<file path="config.mk">
export PLATFORM = sky130hd
export DESIGN_NAME = serializador_flat
export DESIGN_NICKNAME = d
export VERILOG_FILES = /design/src/rtl/serializador_pkg.sv /design/src/rtl/serializador_if.sv /design/src/rtl/serializador_contador_bajada.sv /design/src/rtl/serializador.sv /design/src/flat_wrapper.sv
export SDC_FILE = /design/constraint.sdc
export NUM_CORES = 1
export LEC_CHECK = 0
export ABC_AREA = 1
export CAP_MARGIN = 20
export CORE_AREA = 10 10 47 49
export CTS_BUF_LIST = sky130_fd_sc_hd__clkbuf_8
export DETAILED_ROUTE_END_ITERATION = 8
export DIE_AREA = 0 0 57 59
export GPL_ROUTABILITY_DRIVEN = 1
export PLACE_DENSITY_LB_ADDON = 0.05
export RECOVER_POWER = 50
export SLEW_MARGIN = 30
export SYNTH_ARGS = -nofsm -noshare
export SYNTH_HDL_FRONTEND = slang
export SYNTH_SLANG_ARGS = --single-unit
</file>
<file path="constraint.sdc">
create_clock -name clk -period 2.25 [get_ports clk]
set_input_delay 0.45 -clock clk [delete_from_list [all_inputs] [get_ports clk]]
set_output_delay 0.45 -clock clk [all_outputs]
set_load 0.005 [all_outputs]
</file>
<file path="src/rtl/serializador_pkg.sv">
// Shared constants for the serializador bit-serial transmitter.
package serializador_pkg;

  // One-bit state encoding, kept as plain constants for legacy compatibility.
  localparam logic [0:0] REPOSO = 1'b0;
  localparam logic [0:0] ENVIO  = 1'b1;

  // Default word width.
  localparam int N_DEF = 8;

endpackage

</file>
<file path="src/rtl/serializador_if.sv">
// Load/serial-stream bundle between a word producer and the serializador.
interface serializador_if
  import serializador_pkg::*;
#(
  parameter int N = N_DEF
);

  logic         carga;
  logic [N-1:0] d;
  logic         listo;
  logic         q;
  logic         valido;
  logic         fin;

  // Producer side: offers words and watches the serial stream.
  modport master (output carga, d, input listo, q, valido, fin);

  // Transmitter side: takes words and produces the serial stream.
  modport slave  (input carga, d, output listo, q, valido, fin);

endinterface

</file>
<file path="src/rtl/serializador_contador_bajada.sv">
// Loadable down-counter with a zero flag; counts the bits left in a word.
module contador_bajada #(
  parameter int W = 3
) (
  input  logic         clk,
  input  logic         reset,
  input  logic         cargar,
  input  logic         dec,
  input  logic [W-1:0] valor,
  output logic [W-1:0] cnt,
  output logic         cero
);

  // Load has priority over decrement; reset clears the count.
  always_ff @(posedge clk or negedge reset) begin
    if (!reset) begin
      cnt <= '0;
    end else if (cargar) begin
      cnt <= valor;
    end else if (dec) begin
      cnt <= cnt - 1'b1;
    end
  end

  assign cero = (cnt == '0);

endmodule

</file>
<file path="src/rtl/serializador.sv">
// Parallel-in/serial-out transmitter: shifts an N-bit word out MSB first,
// one bit per clock, with valid strobe and end-of-word pulse.
module serializador
  import serializador_pkg::*;
#(
  parameter int N = N_DEF
) (
  input  logic         clk,
  input  logic         reset,
  serializador_if.slave bus
);

  localparam int            CW     = (N > 1) ? $clog2(N) : 1;
  localparam logic [CW-1:0] ULTIMO = CW'(N - 1);

  logic [0:0]    estado;
  logic [N-1:0]  sr;
  logic [CW-1:0] cnt;
  logic          cero;
  logic          enviando;
  logic          listo_i;
  logic          acepta;

  assign enviando = (estado == ENVIO);
  // Free while idle, or during the last bit so the next word follows with no gap.
  assign listo_i  = !enviando || cero;
  assign acepta   = bus.carga && listo_i;

  // Outputs depend only on registered state, never on carga/d.
  assign bus.listo  = listo_i;
  assign bus.valido = enviando;
  assign bus.q      = enviando && sr[N-1];
  assign bus.fin    = enviando && cero;

  // Bits remaining after the one currently on q; held at zero while idle.
  contador_bajada #(.W(CW)) u_cnt (
    .clk    (clk),
    .reset  (reset),
    .cargar (acepta),
    .dec    (enviando && !cero),
    .valor  (ULTIMO),
    .cnt    (cnt),
    .cero   (cero)
  );

  // State: enter ENVIO on an accepted word, drop to REPOSO after an unfollowed last bit.
  always_ff @(posedge clk or negedge reset) begin
    if (!reset) begin
      estado <= REPOSO;
    end else if (acepta) begin
      estado <= ENVIO;
    end else if (enviando && cero) begin
      estado <= REPOSO;
    end
  end

  // Shift register: capture the word on acceptance, otherwise move the next bit to the MSB.
  always_ff @(posedge clk or negedge reset) begin
    if (!reset) begin
      sr <= '0;
    end else if (acepta) begin
      sr <= bus.d;
    end else if (enviando) begin
      sr <= sr << 1;
    end
  end

endmodule

</file>
<file path="src/flat_wrapper.sv">
// flat-port wrapper written by rule: the top's interface ports become plain ports
module serializador_flat import serializador_pkg::*;
#(
  parameter int N = N_DEF
)
  (clk, reset, bus_carga, bus_d, bus_listo, bus_q, bus_valido, bus_fin);
  serializador_if #(.N(N)) bus_i ();
  input  logic clk;
  input  logic reset;
  input wire logic [$bits(bus_i.carga)-1:0] bus_carga;
  input wire logic [$bits(bus_i.d)-1:0] bus_d;
  output wire logic [$bits(bus_i.listo)-1:0] bus_listo;
  output wire logic [$bits(bus_i.q)-1:0] bus_q;
  output wire logic [$bits(bus_i.valido)-1:0] bus_valido;
  output wire logic [$bits(bus_i.fin)-1:0] bus_fin;
  assign bus_i.carga = bus_carga;
  assign bus_i.d = bus_d;
  assign bus_listo = bus_i.listo;
  assign bus_q = bus_i.q;
  assign bus_valido = bus_i.valido;
  assign bus_fin = bus_i.fin;
  serializador #(.N(N)) u_core (.clk(clk), .reset(reset), .bus(bus_i));
endmodule
</file>
==> run metrics <==
Clock Latency Late Sink=0.24 ns; nets=117; pin count of the biggest net entering global routing=15; Critical Path Stages=6; core box area=1400 µm²; Setup WS post-layout=0.196 ns; Post-synth top flop=dfrtp_1; wirelength, routed=1410 µm; Max IR drop VDD=0.601 mV; First-pass DRT Iterations=4; Yosys top cell area share=0.463; Largest delay share family, worst path=buffers and inverters; Final Hold Fails=0; area grow syn2layout=28.4%; antenna violations before repair=0; Die W=57 µm; Crit. End Element=primary output; vias in the first global route=585; share of layout cells above drive strength 1=0.0686; I/O pin cnt=15; f_max=0.487 GHz; Setup Fix Bufs, Post-CTS=0; RSZ-0062 raised after global routing=false; Max Root-Sink Buffers=2; Setup violations, final=0; worst clock skew=0.00371 ns; fin. max-slew vios=0; syn avg cell area=7.54 µm²; CTS clk-pin slew, worst paths=0.05 ns; Max Fanout on Critical Path=3; Gate power share=0.420; sw frac=0.363; Rel. slew slack=0.619; routed len/inst=11.9 µm; Synth Instances=86; worst path bufs/invs=3; Ys Warns=0; worst-margin pin slew=0.572 ns; Final Total Pwr=915 µW; ys async rst share=1.00; Tot GR Track Use=0.0929; Hold WS=0.478 ns; Seq/Total Area, Yosys=0.463; r2r worst-path depth=9; Post-DP Area=797 µm²; hpwl dp=1010 µm; max-cap violations=0; Port Buffer Count=14; top cell type by total area after synthesis=dfrtp_1; Routability Congestion=0.704; initial drt markers=9; cell count of the worst hold path=2; worst path required time=1.80 ns; post-route ant nets=0; cells along the critical path=inv_1 > ha_1 > ha_1 > inv_1 > nand2_1 > clkdlybuf4s50_1; routed vias=556; critical path's slowest cell=clkdlybuf4s50_1; Rows=14; CTS buffer count=3; largest cells by area after synthesis=dfrtp_1 (46%), nand2_1 (15%), nand3_1 (13%), inv_1 (9.8%), ha_1 (3.9%); critical path arrival=1.60 ns; die area=3360 µm²; post_cts resized=0; outcome=finished, final reports clean; Post-Syn Nets=99; final period utilization=0.913; Vias per Instance=4.71; Hold/Removal Path Class=reg -> reg; pre-CTS WS=0.458 ns; Clk pwr share=0.213; Post-Route Setup TNS=0 ns; P_int=583 µW; Post-Layout Inst Area=832 µm²; # DRC=0; CP peak stage delay=0.51 ns; LEAKAGE=0.432 nW; htree depth=1; Reg power frac=0.368; Sink Count=12; TritonCTS clock tree=yes; Overflow after GRT=0; CP Class=reg -> out; flops & latches, synth=12; cts hold-fix bufs=0; Commonest cells post-synth=nand2_1 (26), inv_1 (17), nand3_1 (17); root buffer cell=clkbuf_8; synthesized area=648 µm²; # diodes=0; switching power total=332 µW; first-pass GRT wire length=2490 µm; most frequent cell after synthesis=nand2_1; Final min period=2.05 ns; Die Y=59 µm; Post-synth EDFFs=0; post-synth cell types=12; initial core utilization=0.463; pwr/cell area=1100 nW/µm²; Worst Setup Start Kind=register
[routing by layer]
layer	part of all wire	global-route usage
met1	0.44	0.102
met2	0.46	0.150
met3	0.078	0.0365
met4	0.021	0.0503
met5	0	0
[path summary, 6_finish.rpt]
kind	start	end	slack, ns
max in group asynchronous	reset	u_core.u_cnt.cnt[0]$_DFFE_PN0P_	1.25
hold reg to reg	u_core.sr[0]$_DFFE_PN0P_	u_core.sr[0]$_DFFE_PN0P_	0.48
hold / removal	u_core.sr[0]$_DFFE_PN0P_	u_core.sr[0]$_DFFE_PN0P_	0.48
min in group asynchronous	reset	u_core.sr[1]$_DFFE_PN0P_	0.64
setup / recovery	u_core.u_cnt.cnt[0]$_DFFE_PN0P_	bus_listo	0.20
setup reg to reg	u_core.u_cnt.cnt[0]$_DFFE_PN0P_	u_core.sr[7]$_DFFE_PN0P_	0.27
[cells by family after synthesis]
| family | synth area share |
|---|---|
| AO/OA/AOI/OAI | 0.00771 |
| adder cells (fa/ha/maj) | 0.0386 |
| flip-flops | 0.463 |
| buffers and inverters | 0.139 |
| AND/OR/NAND/NOR | 0.351 |
[sequential cells by signal, summed over array words and instances, names as in the netlist]
| name | flops |
|---|---|
| u_core.u_cnt.cnt | 3 |
| u_core.sr | 8 |
| u_core.bus.valido | 1 |
[through the flow]
step | std cells | util
floorplan | 86 | -
global placement | 115 | 0.569
detailed placement | 115 | 0.569
CTS | 118 | 0.598
global route | 118 | 0.594
finish | 118 | 0.594
[cell usage in the layout, fill, tap and decap left out, drive strengths merged]
cell type | netlist | final
clkbuf | 0 | 4
inv | 17 | 17
dlygate4sd3 | 0 | 1
clkdlybuf4s50 | 0 | 13
nor2 | 7 | 7
buf | 3 | 1
dfrtp | 12 | 12
o21ai | 1 | 1
ha | 2 | 2
nand3 | 17 | 17
nand2 | 27 | 27
[area by class of cell]
cell class	count	area (µm²)
repair buffers	16	151
well taps	16	20.0
flip-flops and latches	12	300
multi-input cells	54	255
fillers	138	569
clock buffers	3	41.3
inverters	17	63.8
[worst reg2reg max path, stage by stage, from the launching register on]
cell and delay [ns]:
dfrtp_1 0.35, inv_1 0.08, ha_1 0.16, ha_1 0.15
inv_1 0.05, nand2_1 0.07, clkbuf_1 0.46, nand2_1 0.32
nand2_1 0.14, nand3_1 0.08
[power by group through the flow]
stage | registers [mW] | clock network [mW] | logic (mW)
after floorplan | 0.334 | 0 | 0.274
after global placement | 0.341 | 0 | 0.390
after detailed placement | 0.341 | 0 | 0.399
after CTS | 0.338 | 0.198 | 0.403
after global routing | 0.349 | 0.205 | 0.457
final | 0.336 | 0.195 | 0.384
Note: power is estimated with default switching activity, not from simulation.
